[src/rtl/mips_pkg.sv]
// Shared MIPS decode constants: jump-kind encodings and the jump-redirect controller states.
// Reused by the decoder, the PC-jump calculator and the redirect controller.
package mips_pkg;

    localparam logic [1:0] JUMP_J    = 2'b00;
    localparam logic [1:0] JUMP_JAL  = 2'b01;
    localparam logic [1:0] JUMP_JALR = 2'b10;
    localparam logic [1:0] JUMP_JR   = 2'b11;

    typedef enum logic [1:0] {
        JRC_IDLE     = 2'b00,
        JRC_WAIT_RS  = 2'b01,
        JRC_REDIRECT = 2'b10
    } jrc_state_e;

    // Jump kinds that write a return address.
    function automatic logic is_link_kind(input logic [1:0] kind);
        return (kind == JUMP_JAL) || (kind == JUMP_JALR);
    endfunction

    // Jump kinds whose target depends on a source register.
    function automatic logic is_reg_kind(input logic [1:0] kind);
        return kind[1];
    endfunction

endpackage

[src/rtl/jump_redirect_controller.sv]
// Sequences unconditional jumps from ID into fetch: stalls on a pending rs, captures the target,
// then issues a one-cycle PC load / IF flush / link write. Keeps redirect stats and a watchdog error.
module jump_redirect_controller
    import mips_pkg::*;
#(
    parameter int NB_DATA  = 32,
    parameter int NB_WAIT  = 4,
    parameter int MAX_WAIT = 15,
    parameter int NB_COUNT = 16
) (
    input  logic                i_clock,
    input  logic                i_reset_n,
    input  logic                i_id_valid,
    input  logic                i_is_jump,
    input  logic [1:0]          i_jump,
    input  logic                i_rs_busy,
    input  logic                i_halt,
    input  logic [NB_DATA-1:0]  i_pc_jump,
    input  logic [NB_DATA-1:0]  i_pc_next,
    output logic                o_stall,
    output logic                o_pc_load,
    output logic [NB_DATA-1:0]  o_pc_target,
    output logic                o_flush_if,
    output logic                o_link_we,
    output logic [NB_DATA-1:0]  o_link_data,
    output logic [NB_COUNT-1:0] o_redirect_count,
    output logic                o_wait_error
);

    jrc_state_e          state_r;
    logic [NB_WAIT-1:0]  wait_cnt_r;
    logic [NB_COUNT-1:0] redirect_count_r;
    logic [NB_DATA-1:0]  pc_target_r;
    logic [NB_DATA-1:0]  link_data_r;
    logic                pc_load_r;
    logic                flush_if_r;
    logic                link_we_r;
    logic                wait_error_r;
    logic                det_s;
    logic                issue_s;
    logic                stall_s;

    // Jump detection, stall request and the "capture target and redirect next cycle" decision.
    always_comb begin
        det_s   = i_id_valid & i_is_jump & ~i_halt;
        issue_s = 1'b0;
        stall_s = 1'b0;
        case (state_r)
            JRC_IDLE: begin
                stall_s = det_s;
                issue_s = det_s & (~is_reg_kind(i_jump) | ~i_rs_busy);
            end
            JRC_WAIT_RS: begin
                stall_s = 1'b1;
                issue_s = ~i_halt & ~i_rs_busy;
            end
            JRC_REDIRECT: begin
                stall_s = 1'b0;
                issue_s = 1'b0;
            end
            default: begin
                stall_s = 1'b0;
                issue_s = 1'b0;
            end
        endcase
    end

    // Controller state, captured target/link, redirect pulses, watchdog and statistics.
    always_ff @(posedge i_clock or negedge i_reset_n) begin
        if (!i_reset_n) begin
            state_r          <= JRC_IDLE;
            wait_cnt_r       <= '0;
            redirect_count_r <= '0;
            pc_target_r      <= '0;
            link_data_r      <= '0;
            pc_load_r        <= 1'b0;
            flush_if_r       <= 1'b0;
            link_we_r        <= 1'b0;
            wait_error_r     <= 1'b0;
        end else begin
            // Pulses are asserted exactly while the state register holds REDIRECT.
            pc_load_r  <= issue_s;
            flush_if_r <= issue_s;
            link_we_r  <= issue_s & is_link_kind(i_jump);
            if (issue_s) begin
                pc_target_r <= i_pc_jump;
                link_data_r <= i_pc_next;
            end
            case (state_r)
                JRC_IDLE: begin
                    if (issue_s) begin
                        state_r <= JRC_REDIRECT;
                    end else if (det_s) begin
                        state_r    <= JRC_WAIT_RS;
                        wait_cnt_r <= '0;
                    end else begin
                        state_r <= JRC_IDLE;
                    end
                end
                JRC_WAIT_RS: begin
                    if (i_halt) begin
                        state_r <= JRC_WAIT_RS;
                    end else if (issue_s) begin
                        state_r <= JRC_REDIRECT;
                    end else if (wait_cnt_r == NB_WAIT'(MAX_WAIT - 1)) begin
                        wait_error_r <= 1'b1;
                        state_r      <= JRC_IDLE;
                    end else begin
                        wait_cnt_r <= wait_cnt_r + NB_WAIT'(1);
                    end
                end
                JRC_REDIRECT: begin
                    if (redirect_count_r != {NB_COUNT{1'b1}}) begin
                        redirect_count_r <= redirect_count_r + NB_COUNT'(1);
                    end
                    state_r <= JRC_IDLE;
                end
                default: begin
                    state_r <= JRC_IDLE;
                end
            endcase
        end
    end

    assign o_stall          = stall_s;
    assign o_pc_load        = pc_load_r;
    assign o_flush_if       = flush_if_r;
    assign o_link_we        = link_we_r;
    assign o_pc_target      = pc_target_r;
    assign o_link_data      = link_data_r;
    assign o_redirect_count = redirect_count_r;
    assign o_wait_error     = wait_error_r;

endmodule

[config.mk]
export PLATFORM = sky130hd
export DESIGN_NAME = jump_redirect_controller
export DESIGN_NICKNAME = d
export VERILOG_FILES = /design/src/rtl/mips_pkg.sv /design/src/rtl/jump_redirect_controller.sv
export SDC_FILE = /design/constraint.sdc
export NUM_CORES = 1
export LEC_CHECK = 0
export ABC_AREA = 1
export CORE_MARGIN = 2
export CORE_UTILIZATION = 30
export DETAILED_ROUTE_END_ITERATION = 10
export SLEW_MARGIN = 20
export SYNTH_ARGS = -nofsm -noshare
export SYNTH_HDL_FRONTEND = slang
export SYNTH_SLANG_ARGS = --single-unit
export TNS_END_PERCENT = 100
[constraint.sdc]
create_clock -name i_clock -period 3.6 [get_ports i_clock]
set_input_delay 0.54 -clock i_clock [delete_from_list [all_inputs] [get_ports i_clock]]
set_output_delay 0.54 -clock i_clock [all_outputs]
set_load 0.02 [all_outputs]
# == Yosys cells after proc, flatten, opt, wreduce, memory -nomap -nowiden ==
# Index checks and enable logic that the tools add are counted.
# word_totals
register_bits,89
latchBits,0
ram_bits,0
rom_bits,0
in_bits,72
out_inout_bits,85
elab_cells,52
n_memories,0
# op_classes
n_addsub,2
multipliers,0
div,0
magnitude_cmp,0
eq_ne,12
n_shift,0
mux,14
n_bitwise,10
n_reduce_logical,6
# ops
op,n
$mux 4,5
$add 16x1->16 const B,1
$ne 16x16->1 const B,1
$ne 2x2->1 const B,5
$mux 2,4
$pmux 4 s2,1
$reduce_and 6->1,1
$and 1x1->1,5
$add 4x1->4 const B,1
$eq 2x1->1 const B,2
$eq 2x2->1 const B,2
$eq 4x4->1 const B,1
$ne 4x4->1 const B,1
$not 1->1,4
$pmux 1 s2,2
$pmux 2 s2,1
$reduce_and 4->1,1
$logic_not 2->1,1
$reduce_and 2->1,1
$reduce_bool 2->1,1
$logic_or 1x1->1,1
$mux 1,1
$or 1x1->1,1

# == Logic depth before layout (Yosys ltp) ==
# depth
depth_word,7
mapped_depth,9
mapped_depth_nobuf,9

# == Least setup slack after synthesis ==
# OpenSTA, ideal clock, no wires.
# synth_timing
kind,reg2reg
from,reg redirect_count_r[1] (netlist: o_redirect_count[1])
to,reg redirect_count_r[4] (netlist: o_redirect_count[4])
setup_ns,0.117
arrival_time_ns,1.561
required_ns,3.483
path_slack_ns,1.922
path_stages_with_launch,10
path_buffers,1
synth_period_minus_slack_ns,1.678
cell_sequence,dfrtp_1 ha_1 nand2_2 nor2_4 nand2_2 o21ai_2 inv_1 buf_2 nand2_1 nand2_1
# synth_via
elab_chain_len,2
elab_cells_between_ends,3
classes_between,add/sub (1); eq/ne (1); reduce/logical (1)
# synth_rtl
item,line,source
start: declaration,jump_redirect_controller.sv:32,logic [NB_COUNT-1:0] redirect_count_r;
start signal: assignment,jump_redirect_controller.sv:114,redirect_count_r <= redirect_count_r + NB_COUNT'(1);
branches (longest 2 deep; another with $add 16x1->16),n/a,
# Parallel ways; which one is timed is not known.
# A chain may end at the register's enable or synchronous reset.

# == Worst setup path after layout ==
# layout_timing
from,in i_halt
to,out o_stall
# layout_via
elab_chain_len,3
# layout_rtl
item,line,source
start: declaration,jump_redirect_controller.sv:17,"input logic i_halt,"
$not 1->1 (no line),n/a,
$and 1x1->1,jump_redirect_controller.sv:45,det_s = i_id_valid & i_is_jump & ~i_halt;
$pmux 1 s2,jump_redirect_controller.sv:48,case (state_r)
end: declaration,jump_redirect_controller.sv:20,"output logic o_stall,"
# No other way between the ends.

==> impl_metrics.ini <==
[worst_setup_path]
peak_per_stage_delay_on_the_critical_path_ns = 0.62
r2r_setup_slack_ns = 1.74
worstSetupPathType = in2out
critPathCaptureType = output port
critPathMaxFanout = 3
worst_ep_required_time_ns = 3.06
cp_common_cell = sky130_fd_sc_hd__clkdlybuf4s50_1
critical_path.startpoint = i_halt
crit_end = o_stall
ff2ff_path_depth = 8
timing.critical_path.cells = clkdlybuf4s50_1 > inv_1 > nand3_1 > a21oi_1 > clkdlybuf4s50_1
regToRegEndpoint = o_link_data[25]
crit_path_start_kind = primary input
timing.rr.start = state_r[0]
cp_data_arrival_time_ns = 2.02
crit_path_slowest_cell = sky130_fd_sc_hd__clkdlybuf4s50_1

[cells_and_area]
utilization_pct = 47.0
finalNetCount = 709
drive_above_1_share_pct = 5.16
num_antenna_cells = 0
synthToLayoutAreaGrowth_pct = 52.5

[yosys]
synth.cell_area_mm2 = 0.00389
synth_area_per_cell_um2 = 8.12
postSynth.topFlopCell = sky130_fd_sc_hd__dfrtp_1
asyncSetResetFlopFracSynth_pct = 100
yosysTopAreaCellShare_pct = 57.3
synth_seq_cells = 89
share_of_the_yosys_chip_area_belonging_to_registers_pct = 57.3
number_of_unique_standard_cell_types_used_by_synthesis = 24
netlist_top_cells_count = 278 x sky130_fd_sc_hd__nand2_1, 89 x sky130_fd_sc_hd__dfrtp_1, 25 x sky130_fd_sc_hd__nor2_1
synth-edff-count = 0
yosysWarnings = 0
netlist_instances = 479
synth_fp_nets = 554
synth_area_leader_cell = sky130_fd_sc_hd__dfrtp_1
post-synth-top-count-cell = sky130_fd_sc_hd__nand2_1
leading_cell_types_by_total_area_after_synthesis = sky130_fd_sc_hd__dfrtp_1 57%, sky130_fd_sc_hd__nand2_1 27%, sky130_fd_sc_hd__nor2_1 2.4%, sky130_fd_sc_hd__nand3_1 1.8%, sky130_fd_sc_hd__xnor2_1 1.6%

[detailed_routing]
remaining_drc_errors = 0
detail_route.first_pass.iterations = 4
route.detailed.wl_per_inst_um = 12.2
detailroute.via_count = 3484
post_drt_via_cell_ratio = 4.30
drt-total-wl_um = 9910
route.antenna.remaining_nets = 0
initialDrtViolationCount = 137

[placed_design]
final_weighted_congestion_in_routability_driven_placement = 0.806
post_dp_hpwl_um = 7150
port_buffers = 156
pre_cts_slack_ns = 1.05

[floorplan]
floorplan.die_area_mm2 = 0.0139
start_util_pct = 30.8
top_level_ports = 157
number_of_cell_rows = 41
placeableCoreArea_mm2 = 0.0126
die_h_um = 118
dieWidth_um = 118

[global_route]
global_route.usage.total_pct = 14.8
grt_overflow = 0
grt_first_pass_wirelength_um = 16700
antenna_found_initial = 0
grt_start_max_net_pins = 53
first_global_vias = 3439

[power_and_ir_drop]
leakage_nw = 2.83
p_per_area_mw_per_mm2 = 767
vdd_ir_drop_max_mv = 0.323
power_mw = 4.55

[sta]
transition_time_at_the_pin_with_the_least_slew_margin_ns = 0.515
max_slew_margin_pct = 65.7
setup_repair_after_global_routing_missed_its_margin = false
finalSetupTns_ns = 0
max_slew_vio_count = 0
finalWorstSetupSlack_ns = 1.04
finalSetupViolCount = 0
ratio_of_final_minimum_period_to_clock_period_pct = 71.1
fin_crit_ns = 2.56
report.final.hold_viol_count = 0
max_freq_mhz = 390
final.setup_skew_ns = 0.00436

[cts]
insertion_delay_ns = 0.33
clkTransAtPathRegs_ns = 0.06
tritoncts = yes
cts-buffers-inserted = 9
cts_repair_resize_count = 0
cts-htree-levels = 3
post_cts_hold_buffer_count = 0
clock_sink_count = 89
cts_root_buf = sky130_fd_sc_hd__clkbuf_16
cts-root-to-sink-buffers = 2
post-cts-setup-buffer-count = 0

[outcome]
run_status = completed

[job]
maxCapViolCount = 0

[min_path]
hold_path_class = in2async
-- metal layers --
layer | track usage (%) | routed length, um | up-vias
met3 | 5.77 | 768 | 12
met4 | 4.82 | 136 | 0
li1 | - | - | 1772
met2 | 23.2 | 4460 | 98
met5 | 0 | 0 | -
met1 | 18.8 | 4540 | 1602
-- sequential cells by signal, summed over array words and instances (netlist names) --
register / cells
o_flush_if: 1
o_pc_target: 32
o_wait_error: 1
o_link_data: 32
state_r: 2
o_link_we: 1
wait_cnt_r: 4
o_redirect_count: 16
-- worst max-delay path: cells and delay by family --
kind	cells	cell delay [ns]
buffers and inverters	3	1.19
AO/OA/AOI/OAI	1	0.17
AND/OR/NAND/NOR	1	0.12
-- layout make-up --
cell class	count	area, um^2
fill	1246	6690
sequential	89	2230
timing repair buffer	162	1600
multi-input combinational	356	1490
clock buffer	12	256
tap	172	215
clock inverter	4	73.8
inverter	16	60.1
-- per-stage QoR --
stage               hold WS, ns  instances  instance area (um^2)
global route              0.175        811                  5930
detailed placement        0.452        795                  5600
CTS                       0.151        811                  5930
global placement          0.448        795                  5600
finish                    0.153        811                  5930
floorplan                 0.244        479                  3890
-- where the power goes --
part	switching [mW]	total, mW	leakage, nW	internal, mW
clock network	0.374	1.02	0.163	0.648
registers	0.235	1.61	1.13	1.38
logic	1.04	1.92	1.53	0.877
-- cell usage in the layout (no fill, tap or decap), types with 8 or more instances in the layout --
| cell | netlist | final |
|---|---|---|
| sky130_fd_sc_hd__dfrtp_1 | 89 | 89 |
| sky130_fd_sc_hd__nand2_1 | 278 | 277 |
| sky130_fd_sc_hd__nand3_1 | 14 | 14 |
| sky130_fd_sc_hd__nor2_1 | 25 | 25 |
| sky130_fd_sc_hd__o21ai_0 | 8 | 8 |
| sky130_fd_sc_hd__clkdlybuf4s50_1 | 0 | 155 |
| sky130_fd_sc_hd__clkbuf_16 | 0 | 9 |
| sky130_fd_sc_hd__inv_1 | 15 | 15 |
-- worst min-delay path by stage --
stage	end	startpoint	cells past startpoint
finish	o_link_data[30]	i_reset_n	1
global route	o_link_we	i_reset_n	1
CTS	o_link_we	i_reset_n	1
detailed placement	o_wait_error	o_wait_error	1
global placement	o_wait_error	o_wait_error	1
floorplan	o_flush_if	i_reset_n	0
-- logic make-up (layout without fill, tap and decap cells) --
| group | after synthesis | in the layout | share of synthesized area, % |
|---|---|---|---|
| AND/OR/NAND/NOR | 332 | 332 | 33.6 |
| buffers and inverters | 34 | 194 | 4.38 |
| XOR/XNOR | 9 | 9 | 2.03 |
| AO/OA/AOI/OAI | 12 | 12 | 1.77 |
| adder cells (fa/ha/maj) | 3 | 3 | 0.966 |
| flip-flops | 89 | 89 | 57.3 |
No activity file was read; power rests on OpenSTA's default activity.
